===== config.mk =====
export PLATFORM = sky130hd
export DESIGN_NAME = lcd_bus_receiver
export DESIGN_NICKNAME = d
export VERILOG_FILES = /design/src/rtl/lcd_bus_receiver.sv
export SDC_FILE = /design/constraint.sdc
export NUM_CORES = 1
export LEC_CHECK = 0
export CORE_MARGIN = 2
export CORE_UTILIZATION = 57
export CTS_BUF_LIST = sky130_fd_sc_hd__clkbuf_2
export DETAILED_ROUTE_END_ITERATION = 8
export GPL_ROUTABILITY_DRIVEN = 0
export PLACE_DENSITY = 0.84
export SLEW_MARGIN = 20
export SYNTH_ARGS = -nofsm -noshare
export SYNTH_HDL_FRONTEND = slang
export SYNTH_SLANG_ARGS = --single-unit

===== constraint.sdc =====
create_clock -name mclk -period 5 [get_ports mclk]
set_input_delay 0.5 -clock mclk [delete_from_list [all_inputs] [get_ports mclk]]
set_output_delay 0.5 -clock mclk [all_outputs]
set_load 0.01 [all_outputs]

===== src/rtl/lcd_bus_receiver.sv =====
// Responder model of an HD44780/KS0066-style 8-bit LCD bus: decodes writes into
// a 2x16 DDRAM image, address counter, display-control flags and busy/error status.
module lcd_bus_receiver #(
  parameter int BUSY_CYCLES     = 10,
  parameter int CLR_BUSY_CYCLES = 320
) (
  input  logic         mclk,
  input  logic         rst,
  input  logic [7:0]   DB,
  input  logic         RS,
  input  logic         E,
  input  logic         RW,
  output logic [127:0] LineA,
  output logic [127:0] LineB,
  output logic [6:0]   addr_cnt,
  output logic         disp_on,
  output logic         cursor_on,
  output logic         blink_on,
  output logic         busy,
  output logic         wr_strobe,
  output logic         timing_err,
  output logic         proto_err
);

  localparam int           CW    = 16;
  localparam logic [127:0] BLANK = {16{8'h20}};

  logic [1:0]    e_sync_q;
  logic          e_prev_q;
  logic [7:0]    db_q;
  logic          rs_q, rw_q;
  logic [127:0]  line_a_q, line_a_d, line_b_q, line_b_d;
  logic [6:0]    ac_q, ac_d;
  logic          id_q, id_d, sh_q, sh_d;
  logic          disp_q, disp_d, cur_q, cur_d, blink_q, blink_d;
  logic          cg_mode_q, cg_mode_d;
  logic [5:0]    cg_addr_q, cg_addr_d;
  logic [CW-1:0] busy_cnt_q, busy_cnt_d;
  logic          busy_q, busy_d, wr_strobe_q, wr_strobe_d;
  logic          timing_err_q, timing_err_d, proto_err_q, proto_err_d;
  logic          fall_s, load_s, long_s;

  // The DDRAM address space is two 40-byte banks; stepping skips the holes.
  function automatic logic [6:0] ac_step(input logic [6:0] ac, input logic inc);
    logic [6:0] r;
    if (inc) begin
      if (ac == 7'h27)      r = 7'h40;
      else if (ac == 7'h67) r = 7'h00;
      else                  r = ac + 7'd1;
    end else begin
      if (ac == 7'h00)      r = 7'h67;
      else if (ac == 7'h40) r = 7'h27;
      else                  r = ac - 7'd1;
    end
    return r;
  endfunction

  function automatic logic [6:0] ac_clamp(input logic [6:0] a);
    logic [6:0] r;
    if (a[5:0] >= 6'h28) r = {a[6], 6'h00};
    else                 r = a;
    return r;
  endfunction

  assign fall_s = e_prev_q & ~e_sync_q[1];

  // Next-state decode of the transfer completed by the falling edge of E.
  always_comb begin
    line_a_d     = line_a_q;
    line_b_d     = line_b_q;
    ac_d         = ac_q;
    id_d         = id_q;
    sh_d         = sh_q;
    disp_d       = disp_q;
    cur_d        = cur_q;
    blink_d      = blink_q;
    cg_mode_d    = cg_mode_q;
    cg_addr_d    = cg_addr_q;
    timing_err_d = timing_err_q;
    proto_err_d  = proto_err_q;
    wr_strobe_d  = 1'b0;
    load_s       = 1'b0;
    long_s       = 1'b0;

    if (fall_s) begin
      if (rw_q) begin
        proto_err_d = 1'b1;
      end else begin
        wr_strobe_d = 1'b1;
        load_s      = 1'b1;
        if (busy_q) timing_err_d = 1'b1;
        else        timing_err_d = timing_err_q;
        if (!rs_q) begin
          casez (db_q)
            8'b1???????: begin
              ac_d      = ac_clamp(db_q[6:0]);
              cg_mode_d = 1'b0;
            end
            8'b01??????: begin
              cg_mode_d = 1'b1;
              cg_addr_d = db_q[5:0];
            end
            8'b001?????: begin
              if (!db_q[4]) proto_err_d = 1'b1;
              else          proto_err_d = proto_err_q;
            end
            8'b0001????: begin
              if (!db_q[3]) ac_d = ac_step(ac_q, db_q[2]);
              else          ac_d = ac_q;
            end
            8'b00001???: begin
              disp_d  = db_q[2];
              cur_d   = db_q[1];
              blink_d = db_q[0];
            end
            8'b000001??: begin
              id_d = db_q[1];
              sh_d = db_q[0];
            end
            8'b0000001?: begin
              ac_d      = 7'h00;
              cg_mode_d = 1'b0;
              long_s    = 1'b1;
            end
            8'b00000001: begin
              line_a_d  = BLANK;
              line_b_d  = BLANK;
              ac_d      = 7'h00;
              id_d      = 1'b1;
              cg_mode_d = 1'b0;
              long_s    = 1'b1;
            end
            default: begin
              ac_d = ac_q;
            end
          endcase
        end else if (cg_mode_q) begin
          if (id_q) cg_addr_d = cg_addr_q + 6'd1;
          else      cg_addr_d = cg_addr_q - 6'd1;
        end else begin
          if (ac_q[5:4] == 2'b00) begin
            if (ac_q[6]) line_b_d[{ac_q[3:0], 3'b000} +: 8] = db_q;
            else         line_a_d[{ac_q[3:0], 3'b000} +: 8] = db_q;
          end else begin
            line_a_d = line_a_q;
          end
          ac_d = ac_step(ac_q, id_q);
        end
      end
    end else begin
      wr_strobe_d = 1'b0;
    end

    if (load_s) begin
      busy_cnt_d = long_s ? CW'(CLR_BUSY_CYCLES) : CW'(BUSY_CYCLES);
      busy_d     = 1'b1;
    end else begin
      busy_cnt_d = (busy_cnt_q != {CW{1'b0}}) ? busy_cnt_q - CW'(1) : {CW{1'b0}};
      busy_d     = (busy_cnt_q > CW'(1));
    end
  end

  // E synchronizer, bus capture and architectural state registers.
  always_ff @(posedge mclk or negedge rst) begin
    if (!rst) begin
      e_sync_q     <= 2'b00;
      e_prev_q     <= 1'b0;
      db_q         <= 8'h00;
      rs_q         <= 1'b0;
      rw_q         <= 1'b0;
      line_a_q     <= BLANK;
      line_b_q     <= BLANK;
      ac_q         <= 7'h00;
      id_q         <= 1'b1;
      sh_q         <= 1'b0;
      disp_q       <= 1'b0;
      cur_q        <= 1'b0;
      blink_q      <= 1'b0;
      cg_mode_q    <= 1'b0;
      cg_addr_q    <= 6'h00;
      busy_cnt_q   <= {CW{1'b0}};
      busy_q       <= 1'b0;
      wr_strobe_q  <= 1'b0;
      timing_err_q <= 1'b0;
      proto_err_q  <= 1'b0;
    end else begin
      e_sync_q <= {e_sync_q[0], E};
      e_prev_q <= e_sync_q[1];
      if (e_sync_q[1]) begin
        db_q <= DB;
        rs_q <= RS;
        rw_q <= RW;
      end
      line_a_q     <= line_a_d;
      line_b_q     <= line_b_d;
      ac_q         <= ac_d;
      id_q         <= id_d;
      sh_q         <= sh_d;
      disp_q       <= disp_d;
      cur_q        <= cur_d;
      blink_q      <= blink_d;
      cg_mode_q    <= cg_mode_d;
      cg_addr_q    <= cg_addr_d;
      busy_cnt_q   <= busy_cnt_d;
      busy_q       <= busy_d;
      wr_strobe_q  <= wr_strobe_d;
      timing_err_q <= timing_err_d;
      proto_err_q  <= proto_err_d;
    end
  end

  assign LineA      = line_a_q;
  assign LineB      = line_b_q;
  assign addr_cnt   = ac_q;
  assign disp_on    = disp_q;
  assign cursor_on  = cur_q;
  assign blink_on   = blink_q;
  assign busy       = busy_q;
  assign wr_strobe  = wr_strobe_q;
  assign timing_err = timing_err_q;
  assign proto_err  = proto_err_q;

endmodule


==> impl_metrics.env, run 1 <==
export IMPL_pre_cts_ws_ps=1676
export IMPL_ant_nets=0
export IMPL_row_count=56
export IMPL_fin_ws_ps=1592
export IMPL_port_buffers=282
export IMPL_drt_wl_total_mm=40.37
export IMPL_grt_pass1_wl_mm=65.09
export IMPL_syn_inst=1277
export IMPL_p_leak_nw=7.304
export IMPL_ios=283
export IMPL_drtIter0Drc=1159
export IMPL_ys_flop_type="dfrtp_1"
export IMPL_maxCapViolations=0
export IMPL_p_per_area_mw_per_mm2=331.6
export IMPL_antenna_found_initial=1
export IMPL_synth_cell_types=76
export IMPL_start_kind="register"
export IMPL_drc=0
export IMPL_crit_family="compound AO/OA/AOI/OAI gates"
export IMPL_crit_required_ps=5820
export IMPL_rsz0062_at_grt="false"
export IMPL_cts_max_path_buffers=3
export IMPL_clk_latency_ps=910
export IMPL_fin_cells=1910
export IMPL_cp_slowest_cell="a32o_1"
export IMPL_netSwitchingPower_w=0.002085
export IMPL_synthTopCellsByCount="dfrtp_1 (268), nand2_1 (163), nand3_1 (122), o311ai_0 (107), o2bb2ai_1 (85)"
export IMPL_numCtsBuffers=74
export IMPL_hold_path_class="input pin to register"
export IMPL_synth_net_count=1297
export IMPL_synth_async_reset_ratio_pct=100.0
export IMPL_cp_cell_sequence="nor2_1 -> and4_1 -> a32o_1 -> o21ai_2 -> mux2_1"
export IMPL_cp_end_kind="register"
export IMPL_synth_seq_cells=301
export IMPL_grt_pass1_vias=11790
export IMPL_placed_cells=1774
export IMPL_cts_sinks=301
export IMPL_clk_transition_reported_paths_ps=110
export IMPL_p_comb_share_pct=22.3
export IMPL_cts_tree="built"
export IMPL_power_frac_seq_pct=49.0
export IMPL_crit_buf_inv=0
export IMPL_netlist_top_cells_area="dfrtp_1 (49%), o311ai_0 (6.8%), dfstp_2 (6.3%), o2bb2ai_1 (5.4%), nand2_1 (4.5%)"
export IMPL_overflow=0
export IMPL_synth_edf_count=0
export IMPL_drv_slew=0
export IMPL_firstDrtPassIters=8
export IMPL_synth_top_area_cell="dfrtp_1"
export IMPL_synth_most_common_cell="dfrtp_1"
export IMPL_fp_dieArea_mm2=0.02535
export IMPL_finClkSkew_ps=65.13
export IMPL_ctsResizeCount=0
export IMPL_switching_share_pct=36.41
export IMPL_core_area_mm2=0.02354
export IMPL_fin_crit_sh_pct=68.16
export IMPL_postSynthAreaPerCell_um2=10.75
export IMPL_syn_to_final_growth_pct=25.79
export IMPL_fin_total_pwr_w=0.005728
export IMPL_ys_seq_area_share_pct=55.15
export IMPL_nets=1552
export IMPL_dp_hpwl_mm=26.17
export IMPL_max_stage_delay_ps=900
export IMPL_clkPwrFrac_pct=28.6
export IMPL_cp_max_fo=26
export IMPL_drive_gt1_share_pct=13.46
export IMPL_viasPerCell=6.298
export IMPL_syn_cell_area_mm2=0.01373
export IMPL_worst_pin_slew_ps=1071
export IMPL_setup_violations=0
export IMPL_fmax_ghz=0.2934
export IMPL_dieHeight_um=159.2
export IMPL_relSlewSlack_pct=28.62
export IMPL_final_core_util_pct=73.38
export IMPL_wl_per_cell_um=21.14
export IMPL_period_needed_ps=3408
export IMPL_die_w_um=159.2
export IMPL_setup_tns_ps=0
export IMPL_criticalPathCategory="register to register"
export IMPL_outcome="completed"
export IMPL_cp_arrival_ps=4220
export IMPL_grt_max_degree=130
export IMPL_intPower_w=0.003642
export IMPL_hold_viol_final=0
export IMPL_track_usage_pct=31.73
export IMPL_ir_drop_mv=0.2154
export IMPL_clockRootBuffer="clkbuf_2"
export IMPL_cts_htree_levels=3
export IMPL_vias=12030
export IMPL_synth_top_cell_area_share_pct=48.83
export IMPL_initial_core_util_pct=58.33
export IMPL_synth_warnings=0
area by class of cell:
| cell class | instances | area (µm²) |
|---|---|---|
| clock inverter | 27 | 132.6 |
| sequential | 301 | 7577 |
| antenna | 1 | 2.502 |
| multi-input combinational | 835 | 5572 |
| clock buffer | 107 | 535.5 |
| fill | 1698 | 6267 |
| inverter | 21 | 78.83 |
| tap | 319 | 399.1 |
| timing repair buffer | 299 | 2978 |
sequential cells by signal, indices dropped and copies added (netlist names), 2 cells and up:
name	count
LineA	128
e_sync_q	2
db_q	8
busy_cnt_q	16
LineB	128
addr_cnt	7
placed cells by master (no fill, tap or decap), types with 6 or more instances in the layout:
| cell type | count |
|---|---|
| buf_4 | 15 |
| dfstp_2 | 33 |
| o22ai_1 | 9 |
| o2bb2ai_1 | 85 |
| nor2_1 | 53 |
| nand2_1 | 163 |
| a21o_1 | 11 |
| nor4_1 | 11 |
| o31ai_1 | 6 |
| o21ai_2 | 8 |
| ha_1 | 7 |
| clkbuf_2 | 107 |
| xor2_1 | 6 |
| a21oi_1 | 18 |
| nor3_1 | 17 |
| o311ai_0 | 107 |
| inv_1 | 19 |
| a311oi_1 | 9 |
| o21ai_0 | 20 |
| mux2_2 | 15 |
| nand3_1 | 121 |
| mux2i_1 | 6 |
| and2_1 | 8 |
| nand2b_1 | 15 |
| a32o_1 | 29 |
| clkinv_1 | 19 |
| xnor2_1 | 14 |
| clkdlybuf4s50_1 | 281 |
| dfrtp_1 | 267 |
| o311ai_1 | 7 |
repair_timing:
item,CTS,global route
setup buffers,0,0
hold endpoints to repair,113,0
hold buffers,1,0
stage by stage:
| step | cell area [µm²] | hold slack (ps) |
|---|---|---|
| 2_1_floorplan | 13730 | 204.4 |
| 3_3_place_gp | 16550 | 339.8 |
| 3_5_place_dp | 16580 | 335.6 |
| 4_1_cts | 17260 | 10.79 |
| 5_1_grt | 17280 | 49.30 |
| 6_report | 17280 | 48.09 |
path summary, 6_finish.rpt:
path | from | end | slack, ps | cells after the start
max | db_q[5]$_DFFE_PN0P_ | LineB[29]$_DFFE_PN1P_ | 1590 | 5
min | E | e_sync_q[0]$_DFF_PN0_ | 50 | 1
max reg2reg | db_q[5]$_DFFE_PN0P_ | LineB[29]$_DFFE_PN1P_ | 1590 | 5
min reg2reg | e_sync_q[0]$_DFF_PN0_ | e_sync_q[1]$_DFF_PN0_ | 350 | 0
max in group asynchronous | rst | LineB[94]$_DFFE_PN0P_ | 3460 | 3
min in group asynchronous | rst | LineA[19]$_DFFE_PN0P_ | 240 | 2
power groups by stage:
stage / sequential [W] / combinational [W] / clock [W]
2_1_floorplan: 0.00275 / 0.000910 / 0
3_3_place_gp: 0.00283 / 0.00121 / 0
3_5_place_dp: 0.00284 / 0.00126 / 0
4_1_cts: 0.00280 / 0.00126 / 0.00166
5_1_grt: 0.00283 / 0.00141 / 0.00178
6_report: 0.00281 / 0.00128 / 0.00164
metal layers:
layer,GRT usage [%],vias up,wire length [µm]
li1,-,5366,-
met1,42.47,5949,16370
met3,10.29,75,4187
met4,10.66,0,903
met5,0,-,0
met2,49.29,639,18910
worst reg2reg max path, cell delays in order, from the launching register on:
cell and delay, ps:
dfrtp_1 750, nor2_1 500, and4_1 430, a32o_1 900, o21ai_2 350, mux2_1 410
cell families after synthesis:
family	count (synthesis)	synth area share, %
AOI/OAI and AO/OA	343	20.93
buffers and inverters	141	4.419
adders and majority gates	7	0.6377
and+or+nand+nor	436	15.16
xor gates and xnor gates	20	1.276
muxes	29	2.433
DFF	301	55.15
Power figures use the tool's default switching activity.
==> run 2, diff against run 1 <==
--- a/config.mk
+++ b/config.mk
@@ -6,11 +6,11 @@
 export NUM_CORES = 1
 export LEC_CHECK = 0
 export CORE_MARGIN = 2
-export CORE_UTILIZATION = 57
+export CORE_UTILIZATION = 48
 export CTS_BUF_LIST = sky130_fd_sc_hd__clkbuf_2
 export DETAILED_ROUTE_END_ITERATION = 8
 export GPL_ROUTABILITY_DRIVEN = 0
-export PLACE_DENSITY = 0.84
+export PLACE_DENSITY = 0.75
 export SLEW_MARGIN = 20
 export SYNTH_ARGS = -nofsm -noshare
 export SYNTH_HDL_FRONTEND = slang
==> constraint.sdc (replaced) <==
create_clock -name mclk -period 3 [get_ports mclk]
set_input_delay 0.3 -clock mclk [delete_from_list [all_inputs] [get_ports mclk]]
set_output_delay 0.3 -clock mclk [all_outputs]
set_load 0.01 [all_outputs]
==> run 2 against run 1 <==
  * Sequential share of layout area down 1.0 points
  * Flip-flop and latch count unchanged
  * Largest cell class unchanged
  * First-iteration DRC count up 6.6%
  * Clock-buffer cell count up 8
  * Critical path type is now register to output port
  * Setup slack worse by 1200 ps
  * Critical endpoint is now addr_cnt[2]
  * Clock power up 73%
  * Via count down 0.12%
  * Sequential power up 63%
  * Power up 70%
==> impl_metrics.env, run 2 (same netlist as run 1, synthesis figures left out) <==
export IMPL_outcome="completed"
export IMPL_grt_pass1_vias=11880
export IMPL_setup_violations=0
export IMPL_period_needed_ps=2607
export IMPL_hold_path_class="input pin to register"
export IMPL_overflow=0
export IMPL_fin_crit_sh_pct=86.89
export IMPL_drtIter0Drc=1236
export IMPL_cts_hold_buf=10
export IMPL_cts_tree="built"
export IMPL_crit_family="flip-flops"
export IMPL_track_usage_pct=27.62
export IMPL_cp_max_fo=23
export IMPL_vias=12010
export IMPL_fmax_ghz=0.3836
export IMPL_worst_pin_slew_ps=953.8
export IMPL_fin_cells=2006
export IMPL_drv_slew=0
export IMPL_hold_viol_final=0
export IMPL_dieHeight_um=173.1
export IMPL_core_area_mm2=0.02801
export IMPL_layout_common_cells="clkdlybuf4s50_1 (281), dfrtp_1 (267), nand2_1 (163), nand3_1 (122), clkbuf_2 (115)"
export IMPL_clockRootBuffer="clkbuf_2"
export IMPL_cp_arrival_ps=2310
export IMPL_fin_total_pwr_w=0.009752
export IMPL_antenna_found_initial=1
export IMPL_cp_end_kind="output port"
export IMPL_grt_pass1_wl_mm=66.63
export IMPL_firstDrtPassIters=5
export IMPL_cp_slowest_cell="dfrtp_1"
export IMPL_maxCapViolations=0
export IMPL_relSlewSlack_pct=35.58
export IMPL_p_leak_nw=7.523
export IMPL_port_buffers=282
export IMPL_ant_nets=0
export IMPL_row_count=61
export IMPL_cts_htree_levels=3
export IMPL_finClkSkew_ps=102.6
export IMPL_p_per_area_mw_per_mm2=551.0
export IMPL_initial_core_util_pct=49.03
export IMPL_rsz0062_at_grt="false"
export IMPL_rrSetupSlack_ps=470
export IMPL_cts_sinks=301
export IMPL_setup_tns_ps=0
export IMPL_drc=0
export IMPL_fp_dieArea_mm2=0.02998
export IMPL_ctsResizeCount=0
export IMPL_viasPerCell=5.989
export IMPL_fin_hold_ws_ps=89.19
export IMPL_nets=1588
export IMPL_wl_per_cell_um=20.88
export IMPL_clk_latency_ps=870
export IMPL_max_stage_delay_ps=790
export IMPL_fin_ws_ps=393.3
export IMPL_final_common_cell="clkdlybuf4s50_1"
export IMPL_ios=283
export IMPL_crit_buf_inv=1
export IMPL_numCtsBuffers=76
export IMPL_die_w_um=173.1
export IMPL_cp_cell_sequence="clkdlybuf4s50_1"
export IMPL_clk_transition_reported_paths_ps=110
export IMPL_drive_gt1_share_pct=15.06
export IMPL_drt_wl_total_mm=41.89
export IMPL_post_cts_setup_buffer_count=0
export IMPL_cts_max_path_buffers=3
export IMPL_grt_max_degree=113
export IMPL_syn_to_final_growth_pct=28.86
export IMPL_criticalPathCategory="register to output port"
export IMPL_crit_required_ps=2700
export IMPL_start_kind="register"
export IMPL_pre_cts_ws_ps=522.8
export IMPL_dp_hpwl_mm=27.12
export IMPL_ir_drop_mv=0.2477
export IMPL_placed_cells=1858
## run 2: cell count changes in the layout (fill, tap and decap cells not counted), sizes merged
| cell | previous run | this run |
|---|---|---|
| buf | 17 | 42 |
| dlygate4sd3 | 1 | 10 |
| clkbuf | 107 | 115 |
| clkinv | 22 | 18 |
| clkinvlp | 5 | 2 |
| bufinv | 0 | 1 |
| inv | 21 | 22 |
## run 2: power breakdown
part	leakage [nW]	internal [W]	total (W)	switching, W
Clock	0.537	0.00112	0.00283	0.00171
Combinational	3.55	0.000887	0.00234	0.00145
Sequential	3.43	0.00429	0.00458	0.000289
## run 2: through the flow
stage	area, µm²	util (%)
3_5_place_dp	16880	60.28
4_1_cts	17690	63.17
5_1_grt	17700	63.18
2_1_floorplan	13730	-
6_report	17700	63.18
3_3_place_gp	16880	60.28
## run 2: final timing paths
path | start | to | cells after the start
worst max-delay path | addr_cnt[2]$_DFFE_PN0P_ | addr_cnt[2] | 1
worst min-delay path | DB[3] | db_q[3]$_DFFE_PN0P_ | 2
worst max register to register | e_prev_q$_DFF_PN0_ | LineB[125]$_DFFE_PN1P_ | 6
worst min register to register | e_sync_q[0]$_DFF_PN0_ | e_sync_q[1]$_DFF_PN0_ | 0
max in group asynchronous | rst | LineA[55]$_DFFE_PN0P_ | 4
min in group asynchronous | rst | LineB[59]$_DFFE_PN0P_ | 3
## run 2: metal layers
layer	vias to the layer above	wire, µm	global-route usage, %
li1	5453	-	-
met1	5935	18070	37.82
met2	556	18860	42.30
met3	70	4109	8.509
met4	0	854	8.475
met5	-	0	0
## run 2: area by class of cell
class,count,area [µm²]
fill,2322,10310
sequential,301,7577
multi-input combinational,835,5558
timing repair buffer,333,3298
clock buffer,115,575.6
tap,378,473.0
clock inverter,22,133.9
inverter,21,78.83
antenna,1,2.502
